### src/rtl/uart_efect_rx_if.sv
// uart_efect_rx_if: bundles the serial line and the effect-code outputs of the
// UART effect receiver. The slave modport is the receiver side. The master
// modport is the side that drives rx and watches the decoded effect code.
interface uart_efect_rx_if;
   logic       rx;
   logic [6:0] efect;
   logic       efect_valid;
   logic       frame_err;

   modport master (output rx, input efect, input efect_valid, input frame_err);
   modport slave  (input rx, output efect, output efect_valid, output frame_err);
endinterface

### src/rtl/uart_efect_rx.sv
// uart_efect_rx: receives UART bytes with 16x oversampling and keeps the last
// ASCII '0'..'5' byte received on efect, which feeds the effect one-hot decoder.
// All other bytes are discarded.
// By default the frame format is 8N1. When EFECT_PARITY_EN is defined, the
// frame format is 8E1 and a parity mismatch raises frame_err.
module uart_efect_rx #(
   parameter int CLK_HZ     = 50_000_000,
   parameter int BAUD       = 9600,
   parameter int OVERSAMPLE = 16
) (
   input logic            clk,
   input logic            rst_n,
   uart_efect_rx_if.slave bus
);
   localparam int DIV = CLK_HZ / (BAUD * OVERSAMPLE);
   localparam int DW  = (DIV > 1) ? $clog2(DIV) : 1;
   localparam logic [DW-1:0] DIV_LAST = DW'(DIV - 1);

   typedef enum logic [2:0] {
      IDLE      = 3'd0,
      START     = 3'd1,
      DATA      = 3'd2,
      STOP      = 3'd3,
`ifdef EFECT_PARITY_EN
      PARITY    = 3'd5,
`endif
      WAIT_IDLE = 3'd4
   } state_t;

   // Only ASCII '0'..'5' are effect codes. A byte with bit 7 set falls outside this range.
   function automatic logic code_ok(input logic [7:0] b);
      return (b >= 8'h30) && (b <= 8'h35);
   endfunction

`ifdef EFECT_PARITY_EN
   // The data bits and the parity bit together must hold an even number of ones.
   function automatic logic even_parity_ok(input logic [7:0] b, input logic p);
      return ((^b) ^ p) == 1'b0;
   endfunction
`endif

   logic [1:0]    rst_sync_r;
   logic          rst_int_n_s;
   logic [1:0]    rx_sync_r;
   logic          rxs_s;
   logic [DW-1:0] div_r;
   logic          tick_s;
   logic          restart_s;
   state_t        state_r, state_n;
   logic [3:0]    cnt_r, cnt_n;
   logic [2:0]    bit_r, bit_n;
   logic [7:0]    shift_r, shift_n;
   logic          load_s, err_s;
   logic [6:0]    efect_r;
   logic          efect_valid_r, frame_err_r;

   // Reset asserts immediately and is released on a clock edge.
   always_ff @(posedge clk or negedge rst_n) begin
      if (!rst_n) rst_sync_r <= 2'b00;
      else        rst_sync_r <= {rst_sync_r[0], 1'b1};
   end
   assign rst_int_n_s = rst_sync_r[1];

   // Two-flop synchroniser for the asynchronous serial line.
   always_ff @(posedge clk or negedge rst_int_n_s) begin
      if (!rst_int_n_s) rx_sync_r <= 2'b11;
      else              rx_sync_r <= {rx_sync_r[0], bus.rx};
   end
   assign rxs_s = rx_sync_r[1];

   assign tick_s    = (div_r == DIV_LAST);
   assign restart_s = (state_r == IDLE) && !rxs_s;

   // Oversample tick divider. It is realigned to the falling edge of each start bit.
   always_ff @(posedge clk or negedge rst_int_n_s) begin
      if (!rst_int_n_s)  div_r <= '0;
      else if (restart_s) div_r <= '0;
      else if (tick_s)    div_r <= '0;
      else                div_r <= div_r + DW'(1);
   end

   // FSM state and datapath registers.
   always_ff @(posedge clk or negedge rst_int_n_s) begin
      if (!rst_int_n_s) begin
         state_r <= IDLE;
         cnt_r   <= 4'd0;
         bit_r   <= 3'd0;
         shift_r <= 8'h00;
      end else begin
         state_r <= state_n;
         cnt_r   <= cnt_n;
         bit_r   <= bit_n;
         shift_r <= shift_n;
      end
   end

   // Next-state logic. cnt_r counts oversample ticks within the current bit.
   always_comb begin
      state_n = state_r;
      cnt_n   = cnt_r;
      bit_n   = bit_r;
      shift_n = shift_r;
      load_s  = 1'b0;
      err_s   = 1'b0;
      case (state_r)
         IDLE: begin
            if (!rxs_s) begin
               state_n = START;
               cnt_n   = 4'd0;
            end else begin
               state_n = IDLE;
            end
         end
         START: begin
            if (tick_s && (cnt_r == 4'd7)) begin
               cnt_n = 4'd0;
               bit_n = 3'd0;
               if (rxs_s) state_n = IDLE;
               else       state_n = DATA;
            end else if (tick_s) begin
               cnt_n = cnt_r + 4'd1;
            end else begin
               cnt_n = cnt_r;
            end
         end
         DATA: begin
            if (tick_s && (cnt_r == 4'd15)) begin
               shift_n[bit_r] = rxs_s;
               cnt_n          = 4'd0;
               if (bit_r == 3'd7) begin
`ifdef EFECT_PARITY_EN
                  state_n = PARITY;
`else
                  state_n = STOP;
`endif
               end else begin
                  bit_n = bit_r + 3'd1;
               end
            end else if (tick_s) begin
               cnt_n = cnt_r + 4'd1;
            end else begin
               cnt_n = cnt_r;
            end
         end
`ifdef EFECT_PARITY_EN
         PARITY: begin
            if (tick_s && (cnt_r == 4'd15)) begin
               cnt_n = 4'd0;
               if (even_parity_ok(shift_r, rxs_s)) begin
                  state_n = STOP;
               end else begin
                  err_s   = 1'b1;
                  state_n = WAIT_IDLE;
               end
            end else if (tick_s) begin
               cnt_n = cnt_r + 4'd1;
            end else begin
               cnt_n = cnt_r;
            end
         end
`endif
         STOP: begin
            if (tick_s && (cnt_r == 4'd15)) begin
               cnt_n = 4'd0;
               if (rxs_s) begin
                  load_s  = code_ok(shift_r);
                  state_n = IDLE;
               end else begin
                  err_s   = 1'b1;
                  state_n = WAIT_IDLE;
               end
            end else if (tick_s) begin
               cnt_n = cnt_r + 4'd1;
            end else begin
               cnt_n = cnt_r;
            end
         end
         WAIT_IDLE: begin
            // A low line restarts the one-bit-time idle requirement.
            if (!rxs_s) begin
               cnt_n = 4'd0;
            end else if (tick_s && (cnt_r == 4'd15)) begin
               cnt_n   = 4'd0;
               state_n = IDLE;
            end else if (tick_s) begin
               cnt_n = cnt_r + 4'd1;
            end else begin
               cnt_n = cnt_r;
            end
         end
         default: begin
            state_n = IDLE;
            cnt_n   = 4'd0;
         end
      endcase
   end

   // Registered outputs. efect changes only when a byte is accepted.
   always_ff @(posedge clk or negedge rst_int_n_s) begin
      if (!rst_int_n_s) begin
         efect_r       <= 7'd48;
         efect_valid_r <= 1'b0;
         frame_err_r   <= 1'b0;
      end else begin
         if (load_s) efect_r <= shift_r[6:0];
         efect_valid_r <= load_s;
         frame_err_r   <= err_s;
      end
   end

   assign bus.efect       = efect_r;
   assign bus.efect_valid = efect_valid_r;
   assign bus.frame_err   = frame_err_r;
endmodule

### src/flat_wrapper.sv
// flat-port wrapper written by rule: the top's interface ports become plain ports
module uart_efect_rx_flat 
#(
   parameter int CLK_HZ     = 50_000_000,
   parameter int BAUD       = 9600,
   parameter int OVERSAMPLE = 16
)
  (clk, rst_n, bus_rx, bus_efect, bus_efect_valid, bus_frame_err);
  uart_efect_rx_if bus_i ();
  input logic clk;
  input logic rst_n;
  input wire logic [$bits(bus_i.rx)-1:0] bus_rx;
  output wire logic [$bits(bus_i.efect)-1:0] bus_efect;
  output wire logic [$bits(bus_i.efect_valid)-1:0] bus_efect_valid;
  output wire logic [$bits(bus_i.frame_err)-1:0] bus_frame_err;
  assign bus_i.rx = bus_rx;
  assign bus_efect = bus_i.efect;
  assign bus_efect_valid = bus_i.efect_valid;
  assign bus_frame_err = bus_i.frame_err;
  uart_efect_rx #(.CLK_HZ(CLK_HZ), .BAUD(BAUD), .OVERSAMPLE(OVERSAMPLE)) u_core (.clk(clk), .rst_n(rst_n), .bus(bus_i));
endmodule
### config.mk
export PLATFORM = sky130hd
export DESIGN_NAME = uart_efect_rx_flat
export DESIGN_NICKNAME = d
export VERILOG_FILES = /design/src/rtl/uart_efect_rx_if.sv /design/src/rtl/uart_efect_rx.sv /design/src/flat_wrapper.sv
export SDC_FILE = /design/constraint.sdc
export NUM_CORES = 1
export LEC_CHECK = 0
export ABC_CLOCK_PERIOD_IN_PS = 1500
export CAP_MARGIN = 5
export CORE_ASPECT_RATIO = 1.75
export CORE_MARGIN = 5
export CORE_UTILIZATION = 40
export CTS_BUF_LIST = sky130_fd_sc_hd__clkbuf_4 sky130_fd_sc_hd__clkbuf_8
export CTS_CLUSTER_DIAMETER = 200
export DETAILED_ROUTE_END_ITERATION = 6
export SLEW_MARGIN = 25
export SYNTH_ARGS = -nofsm -noshare
export SYNTH_HDL_FRONTEND = slang
export SYNTH_SLANG_ARGS = --single-unit
### constraint.sdc
create_clock -name clk -period 1.5 [get_ports clk]
set_clock_uncertainty 0.05 [all_clocks]
set_input_delay 0.225 -clock clk [delete_from_list [all_inputs] [get_ports clk]]
set_output_delay 0.225 -clock clk [all_outputs]
set_load 0.05 [all_outputs]
==> impl_metrics.yaml <==
outcome:
  run_status: "finished with violations"
  violations_in_the_final_reports: "negative setup slack"
synthesis:
  distinct_cells_synth: 40
  synth_area_um2: 1881
  synthesis.instances: 175
  synthesis.nets: 183
  yosysSeqAreaShare: 0.5349
  synthArstFlopShare: 1.000
  average_instance_area_after_synthesis_um2: 10.75
  synth_seq_cells: 40
  predominant_post_synthesis_flop_cell: "sky130_fd_sc_hd__dfrtp_1"
  yosys_warnings: 0
  synth-edff-count: 0
place:
  port-buffer-count: 11
  dpl_cell_area_um2: 2454
  globalplace.congestion: 0.8039
  pre_cts_slack_ns: -0.8871
  dp.final_hpwl_mm: 3.202
critical_path:
  crit_arrival_ns: 2.49
  crit_required_ns: 1.64
  crit_path_max_fanout: 4
  path_delay_family: "simple AND/OR/NAND/NOR gates"
  critical_path.max_stage_delay_ns: 0.54
  critical_path.endpoint_type: "flip-flop"
  timing.critical_path.from_type: "flip-flop"
  critical_path_class: "flip-flop to flip-flop"
  critical_path_buf_inv_count: 0
  crit_chain: "or4b_4, or4_4, or2_4, nor4b_4, mux2_4"
  slowest_stage_cell_on_the_critical_path: "sky130_fd_sc_hd__or4b_4"
power:
  ir_worst_vdd_mv: 0.9347
  power.leakage_uw: 0.001318
  totalPowerFinal_uw: 3772
  power.density_nw_per_um2: 1353
floorplanning:
  die_height_um: 100.7
  floorplan.die_area_um2: 6227
  floorplan.initialDensity: 0.4067
  io-pin-count: 12
  die_width_um: 61.83
  fp-row-count: 33
  core_area_um2: 4624
drt:
  number_of_vias_after_detailed_routing: 1484
  viasPerCell: 5.117
  drtPass1Iterations: 4
  drc: 0
  drt.antenna.violating_nets: 0
  post_drt_wl_per_cell_um: 15.00
  1st_iter_drt_viols: 32
  drt_wl_total_mm: 4.351
sta:
  fin_setup_tns_ns: -22.07
  final_min_period_over_clock_period: 1.565
  final_max_slew_viol_count: 0
  report.final.setup_viol: 36
  grt_setup_unrepaired: "true"
  layout_min_cycle_time_ns: 2.348
  fmax_mhz: 425.9
  fin_ws_ns: -0.8479
  timing.final.hold_violations: 0
worst_hold_path:
  worst_hold_path_type: "primary input to async pin"
grt:
  grt_pass1_vias: 1636
  overflow: 0
  global_route.usage.total: 0.1581
  grt_start_max_net_pins: 22
  antenna_found_initial: 0
  grt_first_pass_wirelength_mm: 7.348
clock_network:
  cts_root_buf: "sky130_fd_sc_hd__clkbuf_8"
  hold_buffers: 0
  cts_tree: "done"
  clk_transition_reported_paths_ns: 0.09
  tritoncts.num_buffers: 5
  clock_sinks: 40
  cts-root-to-sink-buffers: 2
  ctsHtreeMaxLevel: 2
  clk-insertion-delay-late_ns: 0.29
final_layout:
  antenna_cells: 0
  mostFrequentLayoutCell: "sky130_fd_sc_hd__buf_4"
  synth_to_layout_area_growth_pct: 48.24
  ff_latch_area_um2: 1006
  end_of_flow_core_utilization: 0.6028
  final_cell_area_um2: 2788
  multi_input_comb_area_um2: 994.7
  post_route_cells_drive_above_1_share: 0.4622
  fillers: 391
  layout.nets: 245
  mostFrequentLayoutCells: "52 x sky130_fd_sc_hd__buf_4, 36 x sky130_fd_sc_hd__dfrtp_1, 19 x sky130_fd_sc_hd__nor2_1, 17 x sky130_fd_sc_hd__nand2_1, 7 x sky130_fd_sc_hd__buf_12"
run:
  max-cap-violations: 0
## flip-flops by register name (all words and copies together), names as in the netlist
register / cells
u_core.rx_sync_r: 2
u_core.bus.efect: 7
u_core.shift_r: 8
u_core.bit_r: 3
u_core.state_r: 3
u_core.bus.efect_valid: 1
u_core.rst_sync_r: 2
u_core.cnt_r: 4
u_core.div_r: 9
u_core.bus.frame_err: 1
## synth_stat cells, drive strengths merged (2+ instances only)
library cell,count,share of area
a211oi,2,0.0080
a21oi,2,0.0053
a22o,2,0.0093
and2,2,0.0093
buf,2,0.0080
clkbuf,8,0.017
dfrtp,36,0.48
dfstp,4,0.056
ha,5,0.033
inv,6,0.012
mux2,11,0.066
mux2i,2,0.011
nand2,17,0.034
nand2b,3,0.010
nand3,6,0.016
nand4,2,0.0067
nand4b,3,0.014
nor2,20,0.040
nor3,9,0.024
nor4,3,0.010
o21ai,3,0.0080
or2,2,0.0067
or3b,2,0.0093
or4,2,0.012
xnor2,6,0.028
xor2,4,0.019
## through the flow
| step | hold slack, ns | std cells |
|---|---|---|
| 2_1_floorplan | -0.1206 | 175 |
| 3_3_place_gp | 0.1643 | 274 |
| 3_5_place_dp | 0.1763 | 274 |
| 4_1_cts | 0.03139 | 287 |
| 5_1_grt | 0.03576 | 290 |
| 6_report | 0.03282 | 290 |
## worst paths after layout
| check | from | end | slack [ns] | cells past startpoint |
|---|---|---|---|---|
| setup / recovery | u_core.div_r[3]$_DFF_PN0_ | u_core.shift_r[2]$_DFFE_PN0P_ | -0.85 | 5 |
| hold / removal | rst_n | u_core.rst_sync_r[1]$_DFF_PN0_ | 0.03 | 1 |
| setup reg to reg | u_core.div_r[3]$_DFF_PN0_ | u_core.shift_r[2]$_DFFE_PN0P_ | -0.85 | 5 |
| hold reg to reg | u_core.rst_sync_r[1]$_DFF_PN0_ | u_core.div_r[0]$_DFF_PN0_ | 0.18 | 1 |
| max in group asynchronous | u_core.rst_sync_r[1]$_DFF_PN0_ | u_core.rx_sync_r[0]$_DFF_PN1_ | 0.97 | 1 |
| min in group clk | bus_rx | u_core.rx_sync_r[0]$_DFF_PN1_ | 0.29 | 1 |
## cell type report
type	instances	area share
flip-flops and latches	40	0.3609
repair buffers	64	0.2096
well taps	52	0.02334
clock inverters	3	0.01661
inverters	6	0.008079
multi-input cells	120	0.3568
clock buffers	5	0.02469
## repair_timing
item,4_1_cts,5_1_grt
gates resized for setup,20,9
buffers inserted,4,4
setup endpoints to repair,36,36
cloned,1,0
pin swaps,17,2
## power breakdown
group / total, uW / internal, uW / switching (uW)
Clock: 895 / 501 / 394
Sequential: 1270 / 1200 / 67.2
Combinational: 1610 / 817 / 791
## cell families after synthesis
logic type,Yosys count,synth area share
simple gates,75,0.2136
flops,40,0.5349
buf+inv,16,0.03659
compound gates,15,0.05656
mux,13,0.07651
xor+xnor,10,0.04657
fa+ha+maj,5,0.03327
other cells,1,0.001994
## layer usage
metal / global-route usage / vias to the layer above / share of wire
li1: - / 725 / -
met1: 0.1601 / 734 / 0.36
met2: 0.2994 / 19 / 0.60
met3: 0.02821 / 6 / 0.025
met4: 0.06046 / 0 / 0.019
met5: 0 / - / 0
No activity file was read; power rests on OpenSTA's default activity.
==> variant 1, RTL diff (same settings) <==
`BAUD` is set to 9600 in 2 places; all go to 19200.
--- a/src/rtl/uart_efect_rx.sv
+++ b/src/rtl/uart_efect_rx.sv
@@ -5,7 +5,7 @@
 // frame format is 8E1 and a parity mismatch raises frame_err.
 module uart_efect_rx #(
    parameter int CLK_HZ     = 50_000_000,
-   parameter int BAUD       = 9600,
+   parameter int BAUD       = 19200,
    parameter int OVERSAMPLE = 16
 ) (
    input logic            clk,
--- a/src/flat_wrapper.sv
+++ b/src/flat_wrapper.sv
@@ -2,7 +2,7 @@
 module uart_efect_rx_flat 
 #(
    parameter int CLK_HZ     = 50_000_000,
-   parameter int BAUD       = 9600,
+   parameter int BAUD       = 19200,
    parameter int OVERSAMPLE = 16
 )
   (clk, rst_n, bus_rx, bus_efect, bus_efect_valid, bus_frame_err);
Function: no difference found for any inputs over 10 cycles, from zero or initial values and one cycle with rst_n low; that may be too few to reach the edited logic, so the function may still have changed.
==> variant 1 against the unedited design <==
  * The run still ends with setup timing left
  * Worst setup slack better by 0.45 ns
  * Die area up 1.8%
  * Sequential cell count down 1
  * Area after synthesis up 2.1%
  * Power down 19%
  * Hold slack better by 0.015 ns
  * Wire length down 3.8%
  * Largest power group is now registers
  * Sequential power down 5%
  * First-iteration DRC count up 6.3%
  * Design area down 3.8%
==> variant 1: results (changes against the unedited design) <==
Parameter                              Value

STA
  Final Worst Setup Slack    -0.403 ns (+0.445 ns)
  Final Setup Violations    27 (-25%)
  Final-layout setup total negative slack    -7.86 ns (+14.21 ns)

Clock tree
  Number of H-tree branching levels    2 (unchanged)

Placed design
  Placed Area    2440 µm² (-0.56%)
  Final weighted congestion in routability-driven placement    0.800 (-0.44%)
  Worst slack, placed    -0.431 ns (+0.456 ns)
  Post-DP HPWL    3.01 mm (-6.1%)
  Count of placed standard cells including taps    262 (-4.4%)

Layout
  Number of nets in the layout    228 (-6.9%)
  Proportion of layout cells with a drive suffix above 1    48.9% (+2.7 points)
  Filler instances    397 (+1.5%)
  CLK BUF    6 (+1)
  Clock Network Area Fraction    3.31% (-0.82 points)
  Area taken by flip-flops and latches    981 µm² (-2.5%)
  Area used by multi-input combinational logic    1020 µm² (+2.4%)
  Buffer count excluding the clock tree in the final layout    54 (-16%)
  Multi-input comb cells    118 (-1.7%)
  Inverter count    2 (-4)
  Fraction of area in non-clock buffers    19.4% (-1.5 points)
  Area Growth Syn to Fin    39.7%

Setup path
  Critical register-to-register path endpoint    u_core.bit_r[0]
  Slowest cell on the critical path    sky130_fd_sc_hd__dfrtp_1
  Worst setup path endpoint    u_core.bit_r[0]
  Data arrival, critical path    2.03 ns (-0.46 ns)
  CP max stage delay    0.38 ns (-0.16 ns)
  CP Launch Point    u_core.div_r[1]
  R2r worst-path depth    8 (+3)
  CP max FO    3 (-1)

Floorplan
  Die Area    6340 µm² (+1.8%)

Power
  Power drawn by the sequential cells    1.21 mW (-5%)
  Total leakage power    1.25 nW (-5.0%)
  Highest ir drop seen on vdd    1020 µV (+8.7%)
  Post-layout total power    3.06 mW (-19%)
  Logic power comb    1.15 mW (-29%)

Global route
  Tot GR Track Use    14.1% (-1.7 points)
  Global-route wire length before repair    7.16 mm (-2.5%)
  Vias in the first global route    1535 (-6.2%)
  Pin count of the biggest net entering global routing    38 (+73%)

Routing
  First DRT Iteration DRCs    34 (+6.3%)
  Vias    1436 (-3.2%)
  Average wire per cell in the routed design    15.3 µm (+2.2%)
  Via density per instance    5.26 (+2.8%)

Logic synthesis
  Proportion of synthesized chip area in sequential cells    51.1% (-2.4 points)
  Top area cells in the synthesized netlist    sky130_fd_sc_hd__dfrtp_1, sky130_fd_sc_hd__mux2_2, sky130_fd_sc_hd__dfstp_2, sky130_fd_sc_hd__nor2_1, sky130_fd_sc_hd__ha_1
  Netlist cell types    46 (+15%)
  Mapped Nets    176 (-3.8%)
  Most frequent cells after synthesis    sky130_fd_sc_hd__dfrtp_1, sky130_fd_sc_hd__nor2_1, sky130_fd_sc_hd__mux2_2
  Mean instance size in the synthesized netlist    11.4 µm² (+6.3%)

Outcome
  Violated checks    setup timing
  Result of the run    complete, but fails checks
variant 1: cell count changes after synthesis, moves of 3 or more:
cell	before	now
sky130_fd_sc_hd__a21oi_1	2	5
sky130_fd_sc_hd__and3_1	1	5
sky130_fd_sc_hd__buf_2	0	4
sky130_fd_sc_hd__clkbuf_1	7	1
sky130_fd_sc_hd__inv_1	6	2
sky130_fd_sc_hd__nand2_1	17	9
sky130_fd_sc_hd__nor2b_1	1	6
sky130_fd_sc_hd__nor3_1	9	2
sky130_fd_sc_hd__nor3b_1	0	4
sky130_fd_sc_hd__nor4_1	3	0
variant 1: worst min-delay path by stage:
| stage | start | endpoint | slack [ns] | cells after the start |
|---|---|---|---|---|
| after detailed placement | u_core.rst_sync_r[1] | u_core.shift_r[3] | 0.26 | 1 |
| after global placement | u_core.rst_sync_r[1] | u_core.shift_r[5] | 0.24 | 1 |
| after floorplan | rst_n | u_core.rst_sync_r[0] | -0.12 | 0 |
| final | rst_n | u_core.rst_sync_r[0] | 0.05 | 1 |
| after CTS | rst_n | u_core.rst_sync_r[0] | 0.04 | 1 |
| after global routing | rst_n | u_core.rst_sync_r[0] | 0.04 | 1 |
variant 1: cells by family after synthesis:
logic type	synth area share (%)
buffers and inverters	3.78
XOR/XNOR	4.56
AND/OR/NAND/NOR	22.2
other	0.195
multiplexers	8.15
adder cells (fa/ha/maj)	3.26
AO/OA/AOI/OAI	6.78
flip-flops	51.1
variant 1: metal layers:
metal	global-route usage (%)	vias to the layer above	routed length (µm)
met5	0	-	0
met4	7.68	0	148
met3	3.33	12	111
met2	26.3	24	2280
met1	14.2	716	1650
li1	-	684	-
variant 1: repair_timing:
item,in CTS,in global routing
gates cloned,0,0
pin swaps,4,8
buffers inserted,1,2
setup endpoints to repair,35,32
resized for setup,14,21
==> variant 2, RTL diff (config.mk and constraints unchanged) <==
Made on the original files. Reset style: synchronous (`rst_int_n_s` and `rst_n`), changed in 5 clocked blocks. Comments in the files are not updated.
--- a/src/rtl/uart_efect_rx.sv
+++ b/src/rtl/uart_efect_rx.sv
@@ -55,14 +55,14 @@
    logic          efect_valid_r, frame_err_r;
 
    // Reset asserts immediately and is released on a clock edge.
-   always_ff @(posedge clk or negedge rst_n) begin
+   always_ff @(posedge clk) begin
       if (!rst_n) rst_sync_r <= 2'b00;
       else        rst_sync_r <= {rst_sync_r[0], 1'b1};
    end
    assign rst_int_n_s = rst_sync_r[1];
 
    // Two-flop synchroniser for the asynchronous serial line.
-   always_ff @(posedge clk or negedge rst_int_n_s) begin
+   always_ff @(posedge clk) begin
       if (!rst_int_n_s) rx_sync_r <= 2'b11;
       else              rx_sync_r <= {rx_sync_r[0], bus.rx};
    end
@@ -72,7 +72,7 @@
    assign restart_s = (state_r == IDLE) && !rxs_s;
 
    // Oversample tick divider. It is realigned to the falling edge of each start bit.
-   always_ff @(posedge clk or negedge rst_int_n_s) begin
+   always_ff @(posedge clk) begin
       if (!rst_int_n_s)  div_r <= '0;
       else if (restart_s) div_r <= '0;
       else if (tick_s)    div_r <= '0;
@@ -80,7 +80,7 @@
    end
 
    // FSM state and datapath registers.
-   always_ff @(posedge clk or negedge rst_int_n_s) begin
+   always_ff @(posedge clk) begin
       if (!rst_int_n_s) begin
          state_r <= IDLE;
          cnt_r   <= 4'd0;
@@ -196,7 +196,7 @@
    end
 
    // Registered outputs. efect changes only when a byte is accepted.
-   always_ff @(posedge clk or negedge rst_int_n_s) begin
+   always_ff @(posedge clk) begin
       if (!rst_int_n_s) begin
          efect_r       <= 7'd48;
          efect_valid_r <= 1'b0;
Check against the original RTL: same outputs for any inputs over 10 cycles, from zero or initial values and one cycle with rst_n low; that may be too few to reach the edited logic, so the function may still have changed.
==> variant 2 against the unedited design <==
  * The run still ends with setup timing left
  * Worst setup slack gained 0.58 ns
  * Area after synthesis shrank 1.5%
  * Global-route usage increased by 0.50 points
  * Utilization grew 0.47 points
  * Sequential cell count stayed put
  * Die area down 1.3%
  * Via count increased by 5.5%
  * Wire length increased by 2.1%
  * Count of clock-buffer cells in the layout grew 1
  * Design area is 3.1% lower
Power is not compared: it rests on default switching activity, and its combinational part moved more than twofold at a synthesized area within 25%.
==> variant 2: results (changes against the unedited design) <==
Parameter                              Value

Routing
  Wire length reported by the detailed router    4.44 mm (+2.1%)
  Vias    1565 (+5.5%)
  Met3 wire len    104 µm (-3.7%)
  Average wire per cell in the routed design    14.4 µm (-3.9%)
  DRT met1 WL    1.59 mm (+1.8%)

Global route
  Grt met1 use    15.7% (-0.29 points)
  Vias in the first global route    1685 (+3.0%)
  Pin count of the biggest net entering global routing    14 (-36%)
  Global-route wire length before repair    7.51 mm (+2.2%)
  M2 GR Usage    30.8% (+0.81 points)

Placed design
  Final weighted congestion in routability-driven placement    0.793 (-1.4%)
  Count of placed standard cells including taps    291 (+6.2%)
  Post-DP HPWL    3.24 mm (+1.3%)
  Placed Area    2370 µm² (-3.2%)

Logic synthesis
  Top area cells in the synthesized netlist    sky130_fd_sc_hd__dfxtp_1, sky130_fd_sc_hd__mux2i_1, sky130_fd_sc_hd__nor2b_1, sky130_fd_sc_hd__xor2_1, sky130_fd_sc_hd__nor2_1
  Multiplexer share of the synthesized area    9.72% (+2.1 points)
  Most frequent cells after synthesis    sky130_fd_sc_hd__dfxtp_1, sky130_fd_sc_hd__mux2i_1, sky130_fd_sc_hd__nor2_1
  Proportion of synthesized chip area in sequential cells    43.2% (-10 points)
  Share of synthesized cell area in full adder, half adder and majority cells    3.38% (+0.049 points)
  Compound-gate portion of the synthesized area    5.13% (-0.52 points)
  Mean instance size in the synthesized netlist    9.45 µm² (-12%)
  Share of the synthesized netlist area taken by xor and xnor gates    4.73% (+0.069 points)

Layout
  Proportion of layout cells with a drive suffix above 1    36.6% (-9.6 points)

Clock tree
  Post-CTS setup buffers    6 (+2)
  Post-cts gate resize count    22 (+10%)

Setup path
  Slowest cell on the critical path    sky130_fd_sc_hd__dfxtp_2
  CP max stage delay    0.33 ns (-0.21 ns)
  CP max FO    3 (-1)

STA
  Final Worst Setup Slack    -0.271 ns (+0.577 ns)
  Final Setup Violations    35 (-2.8%)

Worst hold path
  Class of the tightest hold or removal check    primary input to register

Outcome
  Result of the run    complete, but fails checks
  Violated checks    setup timing
==> variant 2: cell count changes after synthesis, moves of 4 or more <==
cell,before,now
sky130_fd_sc_hd__dfxtp_1,0,40
sky130_fd_sc_hd__dfrtp_1,36,0
sky130_fd_sc_hd__mux2i_1,2,18
sky130_fd_sc_hd__nor2b_1,1,13
sky130_fd_sc_hd__mux2_2,11,0
sky130_fd_sc_hd__nand3b_1,0,8
sky130_fd_sc_hd__nand3_1,6,12
sky130_fd_sc_hd__and2_1,0,5
sky130_fd_sc_hd__nor3b_1,0,5
sky130_fd_sc_hd__dfstp_2,4,0
sky130_fd_sc_hd__nand2_1,17,13
sky130_fd_sc_hd__xnor2_1,6,2
sky130_fd_sc_hd__xor2_1,4,8
==> variant 2: path summary, 6_finish.rpt <==
check,from,to,slack [ns],depth (start not counted)
worst min-delay path,rst_n,u_core.rst_sync_r[0],0.34,1
worst min register to register,u_core.rx_sync_r[0],u_core.rx_sync_r[1],0.37,1
worst max-delay path,u_core.div_r[1],u_core.bit_r[1],-0.27,7
worst max register to register,u_core.div_r[1],u_core.bit_r[1],-0.27,7
==> variant 2: final cells by class <==
class	instances	area (µm²)
Multi-Input combinational cell	140	1110
Inverter	8	30.0
Clock inverter	2	38.8
Timing Repair Buffer	61	571
Clock buffer	6	82.6
Tap cell	51	63.8
Sequential cell	40	806
Fill cell	361	1740
==> variant 2: per-stage QoR <==
step | TNS, ns | hold slack, ns | setup WS (ns) | utilization (%)
2_1_floorplan | -1.96 | 0.203 | -0.192 | -
3_3_place_gp | -4.06 | 0.342 | -0.224 | 53.4
3_5_place_dp | -6.04 | 0.353 | -0.355 | 53.4
4_1_cts | -7.54 | 0.339 | -0.282 | 60.0
5_1_grt | -10.36 | 0.362 | -0.372 | 60.8
6_report | -7.26 | 0.342 | -0.271 | 60.8
